<file path="src/rtl/ita_package.sv">
// Shared types and constants for the ITA weight path: weight word type,
// default reuse-count width and the weight feeder occupancy FSM encoding.
package ita_package;

  localparam int unsigned WEIGHT_W        = 8;
  localparam int unsigned REUSE_W_DEFAULT = 8;

  typedef logic [WEIGHT_W-1:0] weight_t;

  typedef enum logic [1:0] {
    EMPTY = 2'd0,
    HALF  = 2'd1,
    FULL  = 2'd2
  } feeder_state_e;

endpackage

</file>
<file path="src/rtl/ita_weight_feeder_if.sv">
// Upstream weight-word handshake into the weight feeder: valid/ready plus the
// weight word and its per-word reuse count.
interface ita_weight_feeder_if #(
  parameter int unsigned REUSE_W = ita_package::REUSE_W_DEFAULT
);
  import ita_package::*;

  logic               weight_valid_i;
  logic               weight_ready_o;
  weight_t            weight_i;
  logic [REUSE_W-1:0] reuse_i;

  modport master (
    output weight_valid_i,
    output weight_i,
    output reuse_i,
    input  weight_ready_o
  );

  modport slave (
    input  weight_valid_i,
    input  weight_i,
    input  reuse_i,
    output weight_ready_o
  );

endinterface

</file>
<file path="src/rtl/ita_weight_feeder.sv">
// Two-entry weight buffer that presents each word for `reuse` datapath steps.
// Optional macro ITA_WEIGHT_FEEDER_GATE_EN zeroes weight_o whenever calc_en_o is low.
module ita_weight_feeder
  import ita_package::*;
#(
  parameter int unsigned REUSE_W = REUSE_W_DEFAULT
) (
  input  logic    clk_i,
  input  logic    rst_ni,
  ita_weight_feeder_if.slave up,
  input  logic    step_en_i,
  input  logic    flush_i,
  output logic    calc_en_o,
  output weight_t weight_o,
  output logic    busy_o
);

  typedef struct packed {
    weight_t            weight;
    logic [REUSE_W-1:0] reuse;
  } entry_t;

  entry_t             mem_q [2];
  logic               wr_ptr_q;
  logic               rd_ptr_q;
  logic [REUSE_W-1:0] use_cnt_q;
  feeder_state_e      state_q;
  feeder_state_e      state_d;

  entry_t head;
  logic   ready;
  logic   push;
  logic   pop;
  logic   last_use;

  assign head      = mem_q[rd_ptr_q];
  assign ready     = (state_q != FULL);
  assign push      = up.weight_valid_i && ready;
  assign calc_en_o = step_en_i && (state_q != EMPTY);
  assign busy_o    = (state_q != EMPTY);

  assign up.weight_ready_o = ready;

  // A reuse count of 0 is presented once, same as 1.
  assign last_use = (head.reuse <= REUSE_W'(1)) ? (use_cnt_q == '0)
                                                : (use_cnt_q == head.reuse - REUSE_W'(1));
  assign pop      = calc_en_o && last_use;

`ifdef ITA_WEIGHT_FEEDER_GATE_EN
  assign weight_o = calc_en_o ? head.weight : '0;
`else
  assign weight_o = (state_q != EMPTY) ? head.weight : '0;
`endif

  // NOTE: every path through a combinational block assigns its outputs
  // (default first), otherwise synthesis infers a latch.
  always_comb begin
    state_d = state_q;
    unique case (state_q)
      EMPTY:   if (push) state_d = HALF;
      HALF: begin
        if (push && !pop)      state_d = FULL;
        else if (pop && !push) state_d = EMPTY;
      end
      FULL:    if (pop) state_d = HALF;
      default: state_d = EMPTY;
    endcase
    if (flush_i) state_d = EMPTY;
  end

  // NOTE: sequential state uses non-blocking assignments so every flop
  // samples pre-edge values regardless of statement order.
  always_ff @(posedge clk_i or negedge rst_ni) begin
    if (!rst_ni) state_q <= EMPTY;
    else         state_q <= state_d;
  end

  // NOTE: the storage is reset explicitly so weight_o has a defined value
  // out of reset; it is only two entries, so the reset net is cheap.
  always_ff @(posedge clk_i or negedge rst_ni) begin
    if (!rst_ni) begin
      for (int i = 0; i < 2; i++) mem_q[i] <= '0;
      wr_ptr_q  <= 1'b0;
      rd_ptr_q  <= 1'b0;
      use_cnt_q <= '0;
    end else if (flush_i) begin
      wr_ptr_q  <= 1'b0;
      rd_ptr_q  <= 1'b0;
      use_cnt_q <= '0;
    end else begin
      if (push) begin
        mem_q[wr_ptr_q] <= '{weight: up.weight_i, reuse: up.reuse_i};
        wr_ptr_q        <= ~wr_ptr_q;
      end
      if (pop) begin
        rd_ptr_q  <= ~rd_ptr_q;
        use_cnt_q <= '0;
      end else if (calc_en_o) begin
        use_cnt_q <= use_cnt_q + REUSE_W'(1);
      end
    end
  end

endmodule

</file>
<file path="src/flat_wrapper.sv">
// flat-port wrapper written by rule: the top's interface ports become plain ports
module ita_weight_feeder_flat import ita_package::*;
#(
  parameter int unsigned REUSE_W = REUSE_W_DEFAULT
)
  (clk_i, rst_ni, step_en_i, flush_i, calc_en_o, weight_o, busy_o, up_weight_valid_i, up_weight_i, up_reuse_i, up_weight_ready_o);
  ita_weight_feeder_if #(.REUSE_W(REUSE_W)) up_i ();
  input  logic clk_i;
  input  logic rst_ni;
  input  logic step_en_i;
  input  logic flush_i;
  output logic calc_en_o;
  output weight_t weight_o;
  output logic busy_o;
  input wire logic [$bits(up_i.weight_valid_i)-1:0] up_weight_valid_i;
  input wire logic [$bits(up_i.weight_i)-1:0] up_weight_i;
  input wire logic [$bits(up_i.reuse_i)-1:0] up_reuse_i;
  output wire logic [$bits(up_i.weight_ready_o)-1:0] up_weight_ready_o;
  assign up_i.weight_valid_i = up_weight_valid_i;
  assign up_i.weight_i = up_weight_i;
  assign up_i.reuse_i = up_reuse_i;
  assign up_weight_ready_o = up_i.weight_ready_o;
  ita_weight_feeder #(.REUSE_W(REUSE_W)) u_core (.clk_i(clk_i), .rst_ni(rst_ni), .up(up_i), .step_en_i(step_en_i), .flush_i(flush_i), .calc_en_o(calc_en_o), .weight_o(weight_o), .busy_o(busy_o));
endmodule
</file>
<file path="config.mk">
export PLATFORM = sky130hd
export DESIGN_NAME = ita_weight_feeder_flat
export DESIGN_NICKNAME = d
export VERILOG_FILES = /design/src/rtl/ita_package.sv /design/src/rtl/ita_weight_feeder_if.sv /design/src/rtl/ita_weight_feeder.sv /design/src/flat_wrapper.sv
export SDC_FILE = /design/constraint.sdc
export NUM_CORES = 1
export LEC_CHECK = 0
export CAP_MARGIN = 20
export CORE_ASPECT_RATIO = 0.9
export CORE_UTILIZATION = 50
export DETAILED_ROUTE_END_ITERATION = 6
export GPL_ROUTABILITY_DRIVEN = 1
export MAX_ROUTING_LAYER = met4
export PLACE_DENSITY = 0.69
export RECOVER_POWER = 25
export SLEW_MARGIN = 25
export SYNTH_ARGS = -nofsm -noshare
export SYNTH_HDL_FRONTEND = slang
export SYNTH_SLANG_ARGS = --single-unit
</file>
<file path="constraint.sdc">
create_clock -name clk_i -period 6.9 [get_ports clk_i]
set_input_delay 1.035 -clock clk_i [delete_from_list [all_inputs] [get_ports clk_i]]
set_output_delay 1.035 -clock clk_i [all_outputs]
set_load 0.005 [all_outputs]
</file>
==> results of run 1 <==
worst reg2reg max path: stages, from the launching register on:
cell and delay, ps:
dfrtp_2 800, mux2i_1 400, ha_1 270, nor4bb_1 420
nor2_1 120, xnor2_1 140, or4_4 580, o31ai_4 350
inv_1 100, ha_1 310, mux2i_1 60, or3_1 320
o31ai_2 70
per-layer routing:
layer,global-route usage (%),vias to the layer above
met3,4.57,5
met4,8.80,0
met2,36.4,49
li1,-,803
met5,-,-
met1,26.5,819
registers in the layout, indices dropped and copies added (netlist names):
| signal | count |
|---|---|
| u_core.wr_ptr_q | 1 |
| u_core.mem_q | 32 |
| u_core.rd_ptr_q | 1 |
| u_core.state_q | 2 |
| u_core.use_cnt_q | 8 |
cell families (layout without fill, tap and decap cells):
| logic type | Yosys count | after routing | synth area share, % |
|---|---|---|---|
| adder cells (fa/ha/maj) | 5 | 5 | 2.55 |
| buffers and inverters | 16 | 48 | 2.86 |
| AO/OA/AOI/OAI | 14 | 14 | 5.20 |
| flip-flops | 44 | 44 | 44.9 |
| multiplexers | 49 | 49 | 21.9 |
| XOR/XNOR | 21 | 21 | 7.80 |
| AND/OR/NAND/NOR | 60 | 60 | 14.8 |
final timing paths:
check                                              from                         endpoint  slack (ps)  depth (start not counted)
max                         u_core.rd_ptr_q$_DFFE_PN0P_    u_core.state_q[0]$_DFFE_PN0P_        2870                         12
min                        u_core.mem_q[27]$_DFFE_PN0P_     u_core.mem_q[27]$_DFFE_PN0P_         510                          1
max reg2reg                 u_core.rd_ptr_q$_DFFE_PN0P_    u_core.state_q[0]$_DFFE_PN0P_        2870                         12
min reg2reg                u_core.mem_q[27]$_DFFE_PN0P_     u_core.mem_q[27]$_DFFE_PN0P_         510                          1
max in group asynchronous                        rst_ni      u_core.rd_ptr_q$_DFFE_PN0P_        4010                          1
min in group asynchronous                        rst_ni  u_core.use_cnt_q[4]$_DFFE_PN0P_        1410                          1
cells in the mapped netlist (2+ instances only):
cell type	n
or3_1	3
nor4b_1	3
inv_1	8
dfrtp_1	44
buf_2	2
mux2_2	33
ha_1	5
nor3_1	10
mux2i_1	15
clkbuf_1	4
nand3_1	3
xnor2_1	11
nand2_1	7
nand4_1	2
nor2_1	17
or3b_1	2
xor2_1	9
through the flow:
step / instances / setup WS, ps / hold WS (ps) / cell area (µm²) / power [W]
after CTS: 303 / 2550 / 511 / 2940 / 0.000765
final: 303 / 2870 / 513 / 2940 / 0.000757
after global placement: 295 / 2760 / 483 / 2810 / 0.000538
after detailed placement: 295 / 2560 / 490 / 2810 / 0.000549
after floorplan: 209 / 3140 / 474 / 2450 / 0.000483
after global routing: 303 / 2660 / 530 / 2940 / 0.000804
power by group:
part	leakage [nW]	switching [W]	total, W	internal, W
logic	0.553	0.0000767	0.000183	0.000107
clock network	0.0645	0.0000855	0.000213	0.000128
registers	0.544	0.0000452	0.000360	0.000315
cell type report:
cell class / instances / area share (%)
repair buffers: 32 / 10.6
inverters: 8 / 1.02
multi-input cells: 149 / 43.9
flip-flops and latches: 44 / 37.6
clock buffers: 7 / 3.28
clock inverters: 1 / 1.02
well taps: 62 / 2.64
==> reports/metrics.cfg, run 1 <==
[layout]
final_common_cell = dfrtp_1
final_core_util_pct = 64.2
final_cell_mix = dfrtp_1, mux2_2, clkdlybuf4s50_1, nor2_1, mux2i_1
layout-drive-gt1-share_pct = 22.4
nFillCells = 350
final_nets = 266
seq_area_mm2 = 0.00110
multi_input_area_mm2 = 0.00129
n_antenna_cell = 0
area_delta_synth_final_pct = 19.6

[clocking]
path_clk_slew_ps = 80
cts_tree = yes
cts_resized = 0
clkSinkCount = 44
cts_buffer_depth = 2
cts-buffers-inserted = 5
post_cts_buffers = 0
cts.htree.levels = 2
clk_latency_ps = 300
root_buffer = clkbuf_8
cts_hold_buf = 0

[routing]
via_per_inst = 5.53
wl_met3_um = 216
firstDrtPassIters = 4
drt_iter0_markers = 108
drcViolationCount = 0
wl_met1_um = 2160
wire_per_inst_um = 16.1
ant_nets = 0
vias = 1676
routed_wl_um = 4870
wl_met2_um = 2440
maxUsedRoutingLayer = met4

[grt]
grt-ovfl-total = 0
grt_max_degree = 45
grt_use_total_pct = 22.1
grt_pass1_vias = 1768
grt_pass1_wl_um = 8180
antenna_found_initial = 0

[worst_setup_path]
crit_path_end_kind = register
worstPathArrival_ps = 4240
critPathKind = reg -> reg
crit_path_max_incr_delay_ps = 800
start_kind = register
crit_chain = mux2i_1 > ha_1 > nor4bb_1 > nor2_1 > xnor2_1 > or4_4 > o31ai_4 > inv_1 > ha_1 > mux2i_1 > or3_1 > o31ai_2
critPathSlowestCell = dfrtp_2
crit_path_max_fanout = 30
crit_buf_inv = 1
cp_data_required_time_ps = 7110
critPathTopFamily = simple AND/OR/NAND/NOR gates

[status]
status = complete, but fails checks
violations = capacitance limit, slew limit

[power]
peakVddDrop_v = 0.000169
cellLeakagePower_nw = 1.16
p_per_area_mw_per_mm2 = 258

[worst_hold_path]
hp-class = reg -> reg

[placed_design]
port_buffers = 31
dp_hpwl_um = 3510
gp_congestion = 0.939

[yosys]
synthArstFlopShare_pct = 100
synth_enable_flop_cells = 0
synth.area.top_cells = dfrtp_1, mux2_2, mux2i_1
ys_types = 48
synth_area_leader_cell = dfrtp_1
ys.flop_type = dfrtp_1
synth_seq_cells = 44
syn-num-nets = 235
synth_top_area_share_pct = 44.9
yosys_warnings = 0
synthesis.instances = 209
synth_seq_area_share_pct = 44.9
synth_area_per_cell_um2 = 11.7
netlist_area_mm2 = 0.00245

[die]
fp.dieH_um = 68.5
rows = 23
coreArea_mm2 = 0.00458
initial_utilization_pct = 53.6
dieArea_mm2 = 0.00519
io_pins = 32
die_w_um = 75.8

[timing]
tightest_slew_ps = 2290
relSlewSlack_pct = -52.9
drv_slew = 45
max_freq_ghz = 0.248
finalSetupViolations = 0
grt_setup_unrepaired = false
fin_tns_setup_ps = 0
finClkSkew_ps = 6.74
finalCriticalPeriod_ps = 4030
final-hold-violation-count = 0
period_share_pct = 58.4

[flow_run]
maxCapViolations = 1

Note: power is estimated with default switching activity, not from simulation.
==> run 2: changes to the inputs <==
==> constraint.sdc (replaced) <==
create_clock -name clk_i -period 4.2 [get_ports clk_i]
set_input_delay 0.63 -clock clk_i [delete_from_list [all_inputs] [get_ports clk_i]]
set_output_delay 0.63 -clock clk_i [all_outputs]
set_load 0.005 [all_outputs]
==> run 2 against run 1 <==
The flow still finishes with violations (capacitance limit, slew limit). Clock power is 54% higher. Routed wire length is 0.68% lower. Clock skew is 3.1 ps higher. Largest power group unchanged. Critical path depth did not move. Non-clock buffer count grew 1. Via count is 1.0% higher. Die area did not move. Setup slack got worse by 2300 ps. Highest routed layer unchanged. Core utilization fell by 0.082 points. Sequential share of layout area hardly changed. Sequential power up 64%.
==> reports/metrics.cfg, run 2 (same netlist as run 1, synthesis figures left out) <==
[timing]
grt_setup_unrepaired = false
tightest_slew_ps = 2330
finClkSkew_ps = 9.88
final-hold-violation-count = 0
drv_slew = 45
finalCriticalPeriod_ps = 3610
period_share_pct = 85.8
fin_tns_setup_ps = 0
max_freq_ghz = 0.277
relSlewSlack_pct = -55.3
finalSetupViolations = 0

[flow_run]
maxCapViolations = 1

[layout]
layout-drive-gt1-share_pct = 22.3
area_delta_synth_final_pct = 19.5
largest_reg_flops = 32
final_cell_mix = dfrtp_1, mux2_2, clkdlybuf4s50_1, nor2_1, mux2i_1
final_common_cell = dfrtp_1
n_antenna_cell = 0
top_regs = u_core.mem_q: 32 flops, u_core.use_cnt_q: 8 flops, u_core.state_q: 2 flops
final_nets = 267
regMostFlops = u_core.mem_q

[clocking]
cts_buffer_depth = 2
cts.htree.levels = 2
cts-buffers-inserted = 5
path_clk_slew_ps = 90
root_buffer = clkbuf_8
clkSinkCount = 44
cts_hold_buf = 0
post_cts_buffers = 0
cts_resized = 0
cts_tree = yes
clk_latency_ps = 300

[routing]
drt_iter0_markers = 94
drcViolationCount = 0
wire_per_inst_um = 15.9
via_per_inst = 5.57
firstDrtPassIters = 4
vias = 1693
routed_wl_um = 4830
ant_nets = 0

[power]
cellLeakagePower_nw = 1.16
peakVddDrop_v = 0.000256
p_per_area_mw_per_mm2 = 417
p_total_w = 0.00122

[placed_design]
dp_hpwl_um = 3490
port_buffers = 31
gp_congestion = 0.872

[worst_setup_path]
critPathSlowestCell = or4_4
cp_data_required_time_ps = 4400
start_kind = register
crit_path_end_kind = register
worstPathArrival_ps = 3810
crit_path_max_fanout = 7
critPathKind = reg -> reg
crit_path_max_incr_delay_ps = 570
crit_chain = mux2i_1 > ha_1 > nor4bb_1 > nor2_1 > xnor2_1 > or4_4 > o31ai_4 > inv_1 > ha_1 > mux2i_1 > or3_1 > o31ai_2

[worst_hold_path]
hp-class = reg -> reg

[grt]
grt-ovfl-total = 0
grt_pass1_wl_um = 8210
antenna_found_initial = 0
grt_max_degree = 45
grt_use_total_pct = 22.2
grt_pass1_vias = 1782

[die]
io_pins = 32
dieArea_mm2 = 0.00519
rows = 23
coreArea_mm2 = 0.00458
die_w_um = 75.8
initial_utilization_pct = 53.6
fp.dieH_um = 68.5

[status]
status = complete, but fails checks
violations = capacitance limit, slew limit

[run 2: worst max-delay path, delay by kind of cell, from the launching register on]
kind	cells	cell delay [ps]
xor gates and xnor gates	1	150
DFF	1	410
and+or+nand+nor	4	1430
buffers and inverters	1	90
muxes	2	410
AOI/OAI and AO/OA	2	430
adders and majority gates	2	580
[run 2: final timing paths]
| path | cells after the start | startpoint | endpoint | slack, ps |
|---|---|---|---|---|
| worst min register to register | 1 | u_core.mem_q[24]$_DFFE_PN0P_ | u_core.mem_q[24]$_DFFE_PN0P_ | 510 |
| worst max-delay path | 12 | u_core.rd_ptr_q$_DFFE_PN0P_ | u_core.state_q[0]$_DFFE_PN0P_ | 590 |
| max in group asynchronous | 1 | rst_ni | u_core.mem_q[10]$_DFFE_PN0P_ | 1840 |
| worst max register to register | 12 | u_core.rd_ptr_q$_DFFE_PN0P_ | u_core.state_q[0]$_DFFE_PN0P_ | 590 |
| worst min-delay path | 1 | u_core.mem_q[24]$_DFFE_PN0P_ | u_core.mem_q[24]$_DFFE_PN0P_ | 510 |
| min in group asynchronous | 1 | rst_ni | u_core.use_cnt_q[4]$_DFFE_PN0P_ | 1030 |
[run 2: final cells by class]
class	instances	area (µm²)
Clock buffer	5	68.8
Clock inverter	3	47.5
Fill cell	362	1640
Inverter	8	30.0
Multi-Input combinational cell	149	1290
Sequential cell	44	1100
Tap cell	62	77.6
Timing Repair Buffer	33	319
[run 2: where the power goes]
part | switching [W] | internal [W] | leakage, nW
combinational | 0.000130 | 0.000175 | 0.558
clock | 0.000148 | 0.000179 | 0.0583
sequential | 0.0000713 | 0.000517 | 0.545
total | 0.000349 | 0.000872 | 1.16
[run 2: metrics by stage]
stage | area, µm² | utilization [%] | setup WS (ps) | hold slack (ps) | cells
CTS | 2930 | 64.1 | 584 | 512 | 304
detailed placement | 2820 | 61.6 | 630 | 492 | 296
finish | 2930 | 64.1 | 595 | 509 | 304
floorplan | 2450 | - | 438 | 334 | 209
global placement | 2820 | 61.6 | 818 | 482 | 296
global route | 2930 | 64.1 | 379 | 538 | 304
[run 2: per-layer routing]
metal  share of wire, %  track usage (%)
met1                 45             26.9
met2                 50             36.5
met3                3.3             5.15
met4                1.3             7.64
met5                  0                -
